## config.mk

```make
export PLATFORM = sky130hd
export DESIGN_NAME = seq_divider
export DESIGN_NICKNAME = d
export VERILOG_FILES = /design/src/rtl/seq_divider.sv
export SDC_FILE = /design/constraint.sdc
export NUM_CORES = 1
export LEC_CHECK = 0
export ABC_AREA = 1
export CELL_PAD_IN_SITES_DETAIL_PLACEMENT = 1
export CELL_PAD_IN_SITES_GLOBAL_PLACEMENT = 2
export CORE_ASPECT_RATIO = 0.7
export CORE_MARGIN = 4
export CORE_UTILIZATION = 34
export CTS_CLUSTER_SIZE = 20
export DETAILED_ROUTE_END_ITERATION = 16
export MAX_ROUTING_LAYER = met4
export PLACE_DENSITY_LB_ADDON = 0.1
export SETUP_SLACK_MARGIN = 0.1
export SYNTH_ARGS = -nofsm -noshare
export SYNTH_HDL_FRONTEND = slang
export SYNTH_SLANG_ARGS = --single-unit
export TNS_END_PERCENT = 100
```

## constraint.sdc

```tcl
create_clock -name clk -period 11.1 [get_ports clk]
set_input_delay 1.11 -clock clk [delete_from_list [all_inputs] [get_ports clk]]
set_output_delay 1.11 -clock clk [all_outputs]
set_load 0.01 [all_outputs]
```

## src/rtl/seq_divider.sv

```systemverilog
// Multi-cycle restoring divider: one quotient bit per clock, WIDTH iterations per request.
// Optional two's-complement operation is enabled by defining SEQ_DIVIDER_SIGNED_EN.
module seq_divider #(
  parameter int WIDTH = 32
) (
  input  logic             clk,
  input  logic             rst,
  input  logic             start,
  input  logic [WIDTH-1:0] dividend,
  input  logic [WIDTH-1:0] divisor,
  output logic             busy,
  output logic             done,
  output logic [WIDTH-1:0] quotient,
  output logic [WIDTH-1:0] remainder,
  output logic             div_by_zero
);

  localparam int CNT_W = $clog2(WIDTH + 1);

  typedef enum logic [1:0] {IDLE, RUN, DONE} state_t;

  state_t           state;
  logic [CNT_W-1:0] cnt;
  logic [WIDTH-1:0] rem_r;
  logic [WIDTH-1:0] quo_r;
  logic [WIDTH-1:0] dvs_r;

  logic [WIDTH:0]   rem_sh;
  logic             ge;
  logic [WIDTH-1:0] rem_nx;
  logic [WIDTH-1:0] quo_nx;
  logic [WIDTH-1:0] dvd_mag;
  logic [WIDTH-1:0] dvs_mag;
  logic [WIDTH-1:0] quo_fin;
  logic [WIDTH-1:0] rem_fin;

`ifdef SEQ_DIVIDER_SIGNED_EN
  logic neg_q;
  logic neg_r;

  function automatic logic [WIDTH-1:0] neg_if(input logic [WIDTH-1:0] v, input logic n);
    return n ? (~v + 1'b1) : v;
  endfunction
`endif

  // The partial remainder stays below the divisor, so the low WIDTH bits of the
  // shifted value minus the divisor are exact whenever the subtract is taken.
  always_comb begin
    rem_sh = {rem_r, quo_r[WIDTH-1]};
    ge     = (rem_sh >= {1'b0, dvs_r});
    rem_nx = ge ? (rem_sh[WIDTH-1:0] - dvs_r) : rem_sh[WIDTH-1:0];
    quo_nx = {quo_r[WIDTH-2:0], ge};
`ifdef SEQ_DIVIDER_SIGNED_EN
    dvd_mag = neg_if(dividend, dividend[WIDTH-1]);
    dvs_mag = neg_if(divisor, divisor[WIDTH-1]);
    quo_fin = neg_if(quo_nx, neg_q);
    rem_fin = neg_if(rem_nx, neg_r);
`else
    dvd_mag = dividend;
    dvs_mag = divisor;
    quo_fin = quo_nx;
    rem_fin = rem_nx;
`endif
  end

  always_ff @(posedge clk or posedge rst) begin
    if (rst) begin
      state       <= IDLE;
      busy        <= 1'b0;
      done        <= 1'b0;
      quotient    <= '0;
      remainder   <= '0;
      div_by_zero <= 1'b0;
      cnt         <= '0;
      rem_r       <= '0;
      quo_r       <= '0;
      dvs_r       <= '0;
`ifdef SEQ_DIVIDER_SIGNED_EN
      neg_q       <= 1'b0;
      neg_r       <= 1'b0;
`endif
    end else begin
      case (state)
        IDLE, DONE: begin
          if (start) begin
            if (divisor == '0) begin
              state       <= DONE;
              busy        <= 1'b0;
              done        <= 1'b1;
              quotient    <= '1;
              remainder   <= dividend;
              div_by_zero <= 1'b1;
            end else begin
              state       <= RUN;
              busy        <= 1'b1;
              done        <= 1'b0;
              div_by_zero <= 1'b0;
              cnt         <= CNT_W'(WIDTH);
              rem_r       <= '0;
              quo_r       <= dvd_mag;
              dvs_r       <= dvs_mag;
`ifdef SEQ_DIVIDER_SIGNED_EN
              neg_q       <= dividend[WIDTH-1] ^ divisor[WIDTH-1];
              neg_r       <= dividend[WIDTH-1];
`endif
            end
          end else begin
            state <= IDLE;
            done  <= 1'b0;
          end
        end
        RUN: begin
          rem_r <= rem_nx;
          quo_r <= quo_nx;
          cnt   <= cnt - 1'b1;
          // Last iteration: publish the sign-corrected result as we leave RUN.
          if (cnt == CNT_W'(1)) begin
            state     <= DONE;
            busy      <= 1'b0;
            done      <= 1'b1;
            quotient  <= quo_fin;
            remainder <= rem_fin;
          end
        end
        default: begin
          state <= IDLE;
          busy  <= 1'b0;
          done  <= 1'b0;
        end
      endcase
    end
  end

endmodule

```

==> results.toml, run 1 <==
[setup_path]
crit_path_max_fanout = 87
timing.reg2reg.worst_path_depth = 12
cp_slowest_cell = "sky130_fd_sc_hd__buf_4"
end_of_the_critical_path = "quo_r[8]$_DFFE_PP0P_"
startpoint = "divisor[12]"
register_to_register_setup_slack_ns = 7.30
critical_path.max_stage_delay_ns = 0.69
worst-endpoint-required_ns = 11.40
cells_traversed_along_the_worst_timing_path = "clkdlybuf4s50_1 -> nor4_1 -> nand3_1 -> nor2_1 -> inv_1 -> nand2_2 -> buf_4 -> inv_2 -> a22oi_1 -> o21ai_0"
timing.critical_path.from_type = "primary input"
critPathCaptureType = "register"
worstPathArrival_ns = 4.22
timing.setup.critical_path_class = "in2reg"
worst_r2r_endpoint = "remainder[5]$_DFFE_PP0P_"
reg2reg_from = "state[0]$_DFFE_PP0P_"

[power_and_ir_drop]
power_mw = 4.57
cellPowerDensity_mw_per_mm2 = 357
total_leakage_power_nw = 6.51
vdd_ir_drop_max_mv = 0.133

[floorplanning]
floorplan.initialDensity = 0.349
num_rows = 53
core-area_sq_mm = 0.0304
floorplan.die.height_microns = 156
floorplan.die.width_microns = 219
floorplan.die_area_sq_mm = 0.0341
top_level_ports = 134

[timing]
maxSlewHeadroom = 0.341
fin_crit_ns = 3.92
period_share = 0.353
slew_violations = 0
grt_setup_unrepaired = "no"
finalHoldViolations = 0
final.setup.tns_ns = 0
setup_violations = 0
worst_pin_slew_ns = 0.988
fin_worst_hold_slack_ns = 0.485
clock-skew-final_ns = 0.0222
max_freq_mhz = 255
postLayoutSetupSlackWorst_ns = 7.18

[placed_design]
detailed_place_hpwl_mm = 27.7
place_worst_setup_slack_ns = 6.72
portBuffers = 133
finalWeightedCongestion = 0.858
dpl_cell_area_sq_mm = 0.0122
dp_cells = 1966

[global_routing]
vias_in_the_first_global_route = 10064
initial_antenna_violation_count = 0
grt_first_pass_wirelength_mm = 57.2
global_route_usage_sum = 0.221
largest_net_degree_at_the_start_of_global_routing = 96
grt_overflow_total = 0

[layout]
final_common_cell = "sky130_fd_sc_hd__nand2_1"
instances_no_fill = 1998
postLayoutCoreUtil = 0.421
final_nets = 1675
final_layout_size_suffix_gt1_frac = 0.0738
final_layout_fill_cell_count = 3854
post-route-cell-area_sq_mm = 0.0128
synthToLayoutAreaGrowth_pct = 20.6
diodes = 0
mostFrequentLayoutCells = "sky130_fd_sc_hd__nand2_1, sky130_fd_sc_hd__inv_1, sky130_fd_sc_hd__dfrtp_1"

[synth]
synth-edff-count = 0
synth_nets = 1575
postSynthRegisterBits = 170
synth_seq_area_share = 0.401
netlist-cell-type-count = 40
synthesis.area_per_instance_sq_um = 7.20
syn_area_sq_mm = 0.0106
postSynth.asyncResetShare = 1.00
postSynthCellCount = 1473
yosysWarnings = 0
predominant_post_synthesis_flop_cell = "sky130_fd_sc_hd__dfrtp_1"

[drt]
drt-pass1-iter-count = 5
via_count = 9738
detail_route.drc_violations = 0
viasPerCell = 4.87
drt_wl_total_mm = 36.1
route.antenna.remaining_nets = 0
wl_per_instance_microns = 18.1
drt_iter0_drc = 585

[clock_tree]
cts_root_buffer = "sky130_fd_sc_hd__clkbuf_16"
cts-buffers-inserted = 17
insertion_delay_ns = 0.45
clock_tree_from_tritoncts = "done"
h_tree_depth = 4
holdBufCountCts = 0
post_cts_resize_count = 0
clkSlewWorstSetupHoldPaths_ns = 0.07
cts_max_path_buffers = 2
cts.sink_count = 170
cts.repair_timing.setup_buffer_count = 0

[flow_run]
max_cap_viol_count = 0

[outcome]
run_status = "finished, final reports clean"

[min_path]
min-delay-path-class = "reg2reg"
## layout make-up
class                      instances  area (sq um)  area share
inverter                         279          1050      0.0822
tap                              412           515      0.0403
multi-input combinational        964          4990       0.390
clock buffer                      20           457      0.0357
timing repair buffer             141          1390       0.109
clock inverter                    12           135      0.0106
sequential                       170          4250       0.333
## flip-flops by register name, summed over array words and instances, names as in the netlist, 6 cells and up
register / flops
quo_r: 32
cnt: 6
rem_r: 32
dvs_r: 32
remainder: 32
quotient: 32
## synth_stat cells (3+ instances only)
library cell               instances  share of area
sky130_fd_sc_hd__xor2_1           14          0.012
sky130_fd_sc_hd__and2_1            5         0.0029
sky130_fd_sc_hd__nand3_1         130          0.061
sky130_fd_sc_hd__nand4_1          45          0.027
sky130_fd_sc_hd__nor2_2            4         0.0024
sky130_fd_sc_hd__ha_1             34          0.040
sky130_fd_sc_hd__inv_1           273          0.097
sky130_fd_sc_hd__a22oi_1          18          0.013
sky130_fd_sc_hd__clkbuf_1         29          0.010
sky130_fd_sc_hd__nand3_2          31          0.029
sky130_fd_sc_hd__or2_2            26          0.015
sky130_fd_sc_hd__buf_12            3         0.0057
sky130_fd_sc_hd__buf_1             4         0.0014
sky130_fd_sc_hd__buf_2            18         0.0085
sky130_fd_sc_hd__nor2_1           85          0.030
sky130_fd_sc_hd__nand2_1         377           0.13
sky130_fd_sc_hd__inv_2             6         0.0021
sky130_fd_sc_hd__or2_1             6         0.0035
sky130_fd_sc_hd__dfrtp_1         170           0.40
sky130_fd_sc_hd__a21boi_0         12         0.0085
sky130_fd_sc_hd__buf_4             6         0.0042
sky130_fd_sc_hd__a21oi_1          68          0.032
sky130_fd_sc_hd__o21ai_1          12         0.0057
sky130_fd_sc_hd__nand2_2           4         0.0024
sky130_fd_sc_hd__nor3_1            6         0.0028
sky130_fd_sc_hd__o21ai_0          69          0.033
## worst min-delay path by stage
| stage | end | from | cells past startpoint |
|---|---|---|---|
| after floorplan | dvs_r[16]$_DFFE_PP0P_ | dvs_r[16]$_DFFE_PP0P_ | 2 |
| after global placement | dvs_r[6]$_DFFE_PP0P_ | dvs_r[6]$_DFFE_PP0P_ | 2 |
| after detailed placement | dvs_r[7]$_DFFE_PP0P_ | dvs_r[7]$_DFFE_PP0P_ | 2 |
| after CTS | dvs_r[7]$_DFFE_PP0P_ | dvs_r[7]$_DFFE_PP0P_ | 2 |
| after global routing | dvs_r[7]$_DFFE_PP0P_ | dvs_r[7]$_DFFE_PP0P_ | 2 |
| final | dvs_r[7]$_DFFE_PP0P_ | dvs_r[7]$_DFFE_PP0P_ | 2 |
## cell families after synthesis
kind of cell             Yosys count  share of synthesized area
AO/OA/AOI/OAI                    186                     0.0967
XOR/XNOR                          16                     0.0132
adder cells (fa/ha/maj)           35                     0.0420
buffers and inverters            339                      0.129
flip-flops                       170                      0.401
AND/OR/NAND/NOR                  727                      0.318
## layer usage
layer,track usage,vias to the layer above,wire length [microns]
met4,0.0310,0,187
met3,0.0372,13,1380
met1,0.316,4725,18500
met5,-,-,0
met2,0.340,153,16100
li1,-,4847,-
## power by group
part | switching, mW | leakage [nW] | internal, mW | total, mW
Combinational | 1.85 | 4.23 | 0.997 | 2.84
Sequential | 0.196 | 1.99 | 0.911 | 1.11
Clock | 0.272 | 0.292 | 0.346 | 0.618
## critical path: cells and delay by family
family,cells,cell delay [ns]
compound gates,2,0.48
simple gates,4,0.85
buf+inv,4,1.73
Note: power is estimated with default switching activity, not from simulation.
==> run 2: changes to the inputs <==
Settings changed: CORE_UTILIZATION 34 to 32.
Clock period 11.1 ns to 4.1 ns, I/O delays scaled along.
==> run 2 against run 1 <==
  * Non-clock buffer count grew 6
  * Sequential share of layout area shrank 0.21 points
  * Register-to-register slack lost 6.2 ns
  * Core utilization shrank 2.5 points
  * Setup slack lost 6.1 ns
  * Routed wire length grew 2.1%
  * Total power grew to 2.7 times the previous value
  * Critical path type is now reg2reg
  * Highest routed layer unchanged
==> results.toml, run 2 (synthesis gave the netlist of run 1 again) <==
[outcome]
run_status = "finished, final reports clean"

[floorplanning]
floorplan.die.width_microns = 226
floorplan.die_area_sq_mm = 0.0362
floorplan.die.height_microns = 160
floorplan.initialDensity = 0.327
num_rows = 55
core-area_sq_mm = 0.0325
top_level_ports = 134

[clock_tree]
cts_root_buffer = "sky130_fd_sc_hd__clkbuf_16"
holdBufCountCts = 0
clock_tree_from_tritoncts = "done"
cts-buffers-inserted = 17
clkSlewWorstSetupHoldPaths_ns = 0.07
cts.repair_timing.setup_buffer_count = 0
h_tree_depth = 4
insertion_delay_ns = 0.46
cts_max_path_buffers = 2
cts.sink_count = 170
post_cts_resize_count = 0

[flow_run]
max_cap_viol_count = 0

[setup_path]
register_to_register_setup_slack_ns = 1.07
worst-endpoint-required_ns = 4.50
timing.critical_path.from_type = "register"
worstPathArrival_ns = 3.42
critPathCaptureType = "register"
timing.setup.critical_path_class = "reg2reg"
crit_path_max_fanout = 34

[timing]
postLayoutSetupSlackWorst_ns = 1.07
period_share = 0.738
maxSlewHeadroom = 0.483
worst_pin_slew_ns = 0.774
grt_setup_unrepaired = "no"
final.setup.tns_ns = 0
clock-skew-final_ns = 0.00728
fin_crit_ns = 3.03
fin_worst_hold_slack_ns = 0.433
max_freq_mhz = 330
slew_violations = 0
setup_violations = 0
finalHoldViolations = 0

[power_and_ir_drop]
seqPwrFrac = 0.242
pwr-share-clk = 0.133
vdd_ir_drop_max_mv = 0.404
switching_share = 0.512
total_leakage_power_nw = 6.52
power.internal_mw = 6.07
power.net_switching_mw = 6.37
combinational_power_share = 0.626
cellPowerDensity_mw_per_mm2 = 966

[global_routing]
grt_first_pass_wirelength_mm = 58.4
global_route_usage_sum = 0.212
initial_antenna_violation_count = 1
vias_in_the_first_global_route = 9967
grt_overflow_total = 0
largest_net_degree_at_the_start_of_global_routing = 83

[layout]
diodes = 0
postLayoutCoreUtil = 0.396
synthToLayoutAreaGrowth_pct = 21.4
final_common_cell = "sky130_fd_sc_hd__nand2_1"
mostFrequentLayoutCells = "sky130_fd_sc_hd__nand2_1, sky130_fd_sc_hd__inv_1, sky130_fd_sc_hd__dfrtp_1"
final_nets = 1681
final_layout_size_suffix_gt1_frac = 0.0766

[drt]
routed.top_layer = "met4"
met2_wire_len_mm = 16.3
drt-pass1-iter-count = 5
via_count = 9721
drt_wl_total_mm = 36.9
viasPerCell = 4.81
wl_met3_mm = 1.12
drt_iter0_drc = 652
route.antenna.remaining_nets = 0
detail_route.drc_violations = 0
wl_per_instance_microns = 18.3
wl_met1_mm = 19.2

[placed_design]
portBuffers = 133
detailed_place_hpwl_mm = 28.2
place_worst_setup_slack_ns = 0.910
finalWeightedCongestion = 0.854

[min_path]
min-delay-path-class = "in2async"
[run 2: layout make-up]
cell class              count  area, sq um
clock buffers              21          460
clock inverters            11          113
fillers                  4072        19600
inverters                 279         1050
multi-input cells         964         4990
flip-flops and latches    170         4250
well taps                 427          534
repair buffers            147         1470
[run 2: through the flow]
stage                     std cells  power [mW]  cell area, sq um
after detailed placement       1987        10.8             12300
after global routing           2019        13.7             12900
after floorplan                1473        8.24             10600
final                          2019        12.4             12900
after global placement         1987        10.7             12300
after CTS                      2019        12.6             12900
[run 2: final timing paths]
path                                            start                        end  depth (start not counted)
worst max-delay path            rem_r[20]$_DFFE_PP0P_  remainder[22]$_DFFE_PP0P_                         11
worst min-delay path                              rst    quotient[6]$_DFFE_PP0P_                          2
worst max register to register  rem_r[20]$_DFFE_PP0P_  remainder[22]$_DFFE_PP0P_                         11
worst min register to register   dvs_r[5]$_DFFE_PP0P_       dvs_r[5]$_DFFE_PP0P_                          2
max in group asynchronous                         rst  remainder[27]$_DFFE_PP0P_                          3
min in group clk                 dvs_r[5]$_DFFE_PP0P_       dvs_r[5]$_DFFE_PP0P_                          2
[run 2: critical path, cell delays in order, from the launching register on]
cell and delay [ns]:
sky130_fd_sc_hd__dfrtp_1 0.44, sky130_fd_sc_hd__ha_1 0.42, sky130_fd_sc_hd__nand2_1 0.14, sky130_fd_sc_hd__nor2_1 0.19, sky130_fd_sc_hd__inv_1 0.11, sky130_fd_sc_hd__nor2_1 0.28
sky130_fd_sc_hd__nand3_4 0.44, sky130_fd_sc_hd__nand2_8 0.46, sky130_fd_sc_hd__nand3_1 0.16, sky130_fd_sc_hd__nand3_1 0.19, sky130_fd_sc_hd__nand2_1 0.07, sky130_fd_sc_hd__inv_1 0.05
[run 2: power groups by stage]
stage | Sequential, mW | Combinational (mW) | Clock (mW)
final | 3.00 | 7.78 | 1.65
after global routing | 3.10 | 8.81 | 1.77
after CTS | 3.02 | 7.86 | 1.70
after detailed placement | 3.04 | 7.80 | 0
after global placement | 3.03 | 7.67 | 0
after floorplan | 2.96 | 5.29 | 0
[run 2: metal layers]
metal  vias to the layer above  track usage
met4                         0       0.0428
met2                       162        0.310
met1                      4696        0.313
met5                         -            -
met3                        24       0.0314
li1                       4839            -
==> run 3: changes to the inputs <==
Settings changed: CORE_UTILIZATION 32 to 29.
Clock period 4.1 ns to 2.6 ns, I/O delays scaled along.
==> run 3 against run 2 <==
  * Routed wire length rose by 7.3%
  * Cell area increased by 9.9%
  * Worst hold slack worse by 0.20 ns
  * Setup slack lost 0.86 ns
  * Critical endpoint unchanged
  * Largest cell class unchanged
==> results.toml, run 3 (synthesis gave the netlist of run 1 again) <==
[floorplanning]
floorplan.die.height_microns = 168
floorplan.initialDensity = 0.295
floorplan.die.width_microns = 237
floorplan.die_area_sq_mm = 0.0397
top_level_ports = 134
num_rows = 58
core-area_sq_mm = 0.0360

[drt]
via_count = 9996
route.antenna.remaining_nets = 0
detail_route.drc_violations = 0
drt_iter0_drc = 626
drt-pass1-iter-count = 5
viasPerCell = 4.69
wl_per_instance_microns = 18.6
drt_wl_total_mm = 39.6

[timing]
period_share = 0.919
slew_violations = 0
final.setup.tns_ns = 0
clock-skew-final_ns = 0.0139
worst_pin_slew_ns = 0.998
maxSlewHeadroom = 0.334
grt_setup_unrepaired = "yes"
finalHoldViolations = 0
fin_crit_ns = 2.39
setup_violations = 0
postLayoutSetupSlackWorst_ns = 0.210
max_freq_mhz = 418

[setup_path]
worstPathArrival_ns = 2.79
timing.reg2reg.worst_path_depth = 15
register_to_register_setup_slack_ns = 0.21
timing.setup.critical_path_class = "reg2reg"
reg2reg_from = "rem_r[7]$_DFFE_PP0P_"
timing.critical_path.from_type = "register"
worst_r2r_endpoint = "remainder[22]$_DFFE_PP0P_"
critPathCaptureType = "register"
startpoint = "rem_r[7]$_DFFE_PP0P_"
worst-endpoint-required_ns = 3.00
crit_path_max_fanout = 7

[clock_tree]
clock_tree_from_tritoncts = "done"
cts-buffers-inserted = 17
cts_root_buffer = "sky130_fd_sc_hd__clkbuf_16"
cts.sink_count = 170
insertion_delay_ns = 0.46
cts_max_path_buffers = 2
clkSlewWorstSetupHoldPaths_ns = 0.08
h_tree_depth = 4

[placed_design]
dp_cells = 2085
detailed_place_hpwl_mm = 30.8
finalWeightedCongestion = 0.891
place_worst_setup_slack_ns = -0.0632
dpl_cell_area_sq_mm = 0.0129
portBuffers = 133

[layout]
final_common_cell = "sky130_fd_sc_hd__nand2_1"
final_layout_size_suffix_gt1_frac = 0.171
instances_no_fill = 2132
synthToLayoutAreaGrowth_pct = 33.3
final_nets = 1741
mostFrequentLayoutCells = "sky130_fd_sc_hd__nand2_1, sky130_fd_sc_hd__inv_1, sky130_fd_sc_hd__dfrtp_1"
diodes = 0
post-route-cell-area_sq_mm = 0.0141

[flow_run]
max_cap_viol_count = 0

[global_routing]
grt_overflow_total = 0
global_route_usage_sum = 0.205
grt_first_pass_wirelength_mm = 61.6
initial_antenna_violation_count = 1
vias_in_the_first_global_route = 10313
largest_net_degree_at_the_start_of_global_routing = 77

[power_and_ir_drop]
cellPowerDensity_mw_per_mm2 = 1560
vdd_ir_drop_max_mv = 0.545
total_leakage_power_nw = 6.91

[outcome]
run_status = "finished, final reports clean"

[min_path]
min-delay-path-class = "in2async"
==> run 3: cell count changes in the layout (fill, tap and decap cells not counted), moves of 11 or more <==
cell | before | now
sky130_fd_sc_hd__dfrtp_1 | 170 | 152
sky130_fd_sc_hd__nand2_2 | 5 | 21
sky130_fd_sc_hd__dfrtp_2 | 0 | 18
sky130_fd_sc_hd__buf_4 | 11 | 52
sky130_fd_sc_hd__nor2_2 | 4 | 15
sky130_fd_sc_hd__ha_1 | 34 | 6
sky130_fd_sc_hd__buf_12 | 3 | 16
sky130_fd_sc_hd__nor2_1 | 85 | 70
sky130_fd_sc_hd__nand2_1 | 376 | 359
sky130_fd_sc_hd__ha_4 | 0 | 25
sky130_fd_sc_hd__nand3_1 | 130 | 119
==> run 3: worst max-delay path, stage by stage (launching register included) <==
cell,delay [ns]
sky130_fd_sc_hd__dfrtp_2,0.45
sky130_fd_sc_hd__ha_4,0.31
sky130_fd_sc_hd__nand2_1,0.11
sky130_fd_sc_hd__nor2_2,0.17
sky130_fd_sc_hd__nand2_1,0.14
sky130_fd_sc_hd__nor2_4,0.16
sky130_fd_sc_hd__nand3_1,0.12
sky130_fd_sc_hd__nand3_2,0.10
sky130_fd_sc_hd__nor2_4,0.05
sky130_fd_sc_hd__buf_12,0.14
sky130_fd_sc_hd__nand2_8,0.10
sky130_fd_sc_hd__buf_4,0.13
sky130_fd_sc_hd__nand3_1,0.10
sky130_fd_sc_hd__nand3_1,0.15
sky130_fd_sc_hd__nand2_1,0.06
sky130_fd_sc_hd__inv_1,0.05
==> run 3: how the worst max path moves through the flow <==
stage	end	slack, ns	cells past startpoint
after floorplan	busy$_DFFE_PP0P_	0.17	1
after global placement	remainder[25]$_DFFE_PP0P_	-0.11	11
after detailed placement	remainder[9]$_DFFE_PP0P_	-0.06	14
after CTS	remainder[9]$_DFFE_PP0P_	0.05	14
after global routing	remainder[24]$_DFFE_PP0P_	0.07	16
final	remainder[22]$_DFFE_PP0P_	0.21	15
==> run 3: repair_timing <==
action,CTS,global route
buffers inserted,0,13
pin swaps,1,17
hold buffers,0,0
endpoints found under the setup margin,56,61
resized for setup,7,113
cloned,0,2
==> run 3: layout make-up <==
class / instances / area, sq um
Fill cell: 4382 / 21900
Multi-Input combinational cell: 965 / 5530
Sequential cell: 170 / 4280
Timing Repair Buffer: 206 / 2110
Inverter: 279 / 1050
Tap cell: 480 / 601
Clock buffer: 17 / 425
Clock inverter: 15 / 151
==> run 3: report_power, final <==
part,internal (mW),leakage [nW],total [mW],switching (mW)
combinational,5.84,4.66,14.6,8.73
sequential,3.91,1.97,4.85,0.939
clock,1.28,0.282,2.62,1.34
total,11.0,6.91,22.0,11.0
==> run 3: through the flow <==
stage                     total power, mW  utilization  hold WS [ns]
final                                22.0        0.393         0.233
after global routing                 24.1        0.393         0.267
after CTS                            20.7        0.374         0.239
after detailed placement             17.9        0.357         0.478
after global placement               17.7        0.357         0.472
after floorplan                      13.0            -         0.387
==> run 3: per-layer routing <==
layer  up-vias  track usage  routed length [microns]
met5         -            -                        0
met4         0       0.0419                      440
met3        29       0.0318                     1320
met2       159        0.305                    17200
met1      4838        0.297                    20700
li1       4970            -                        -
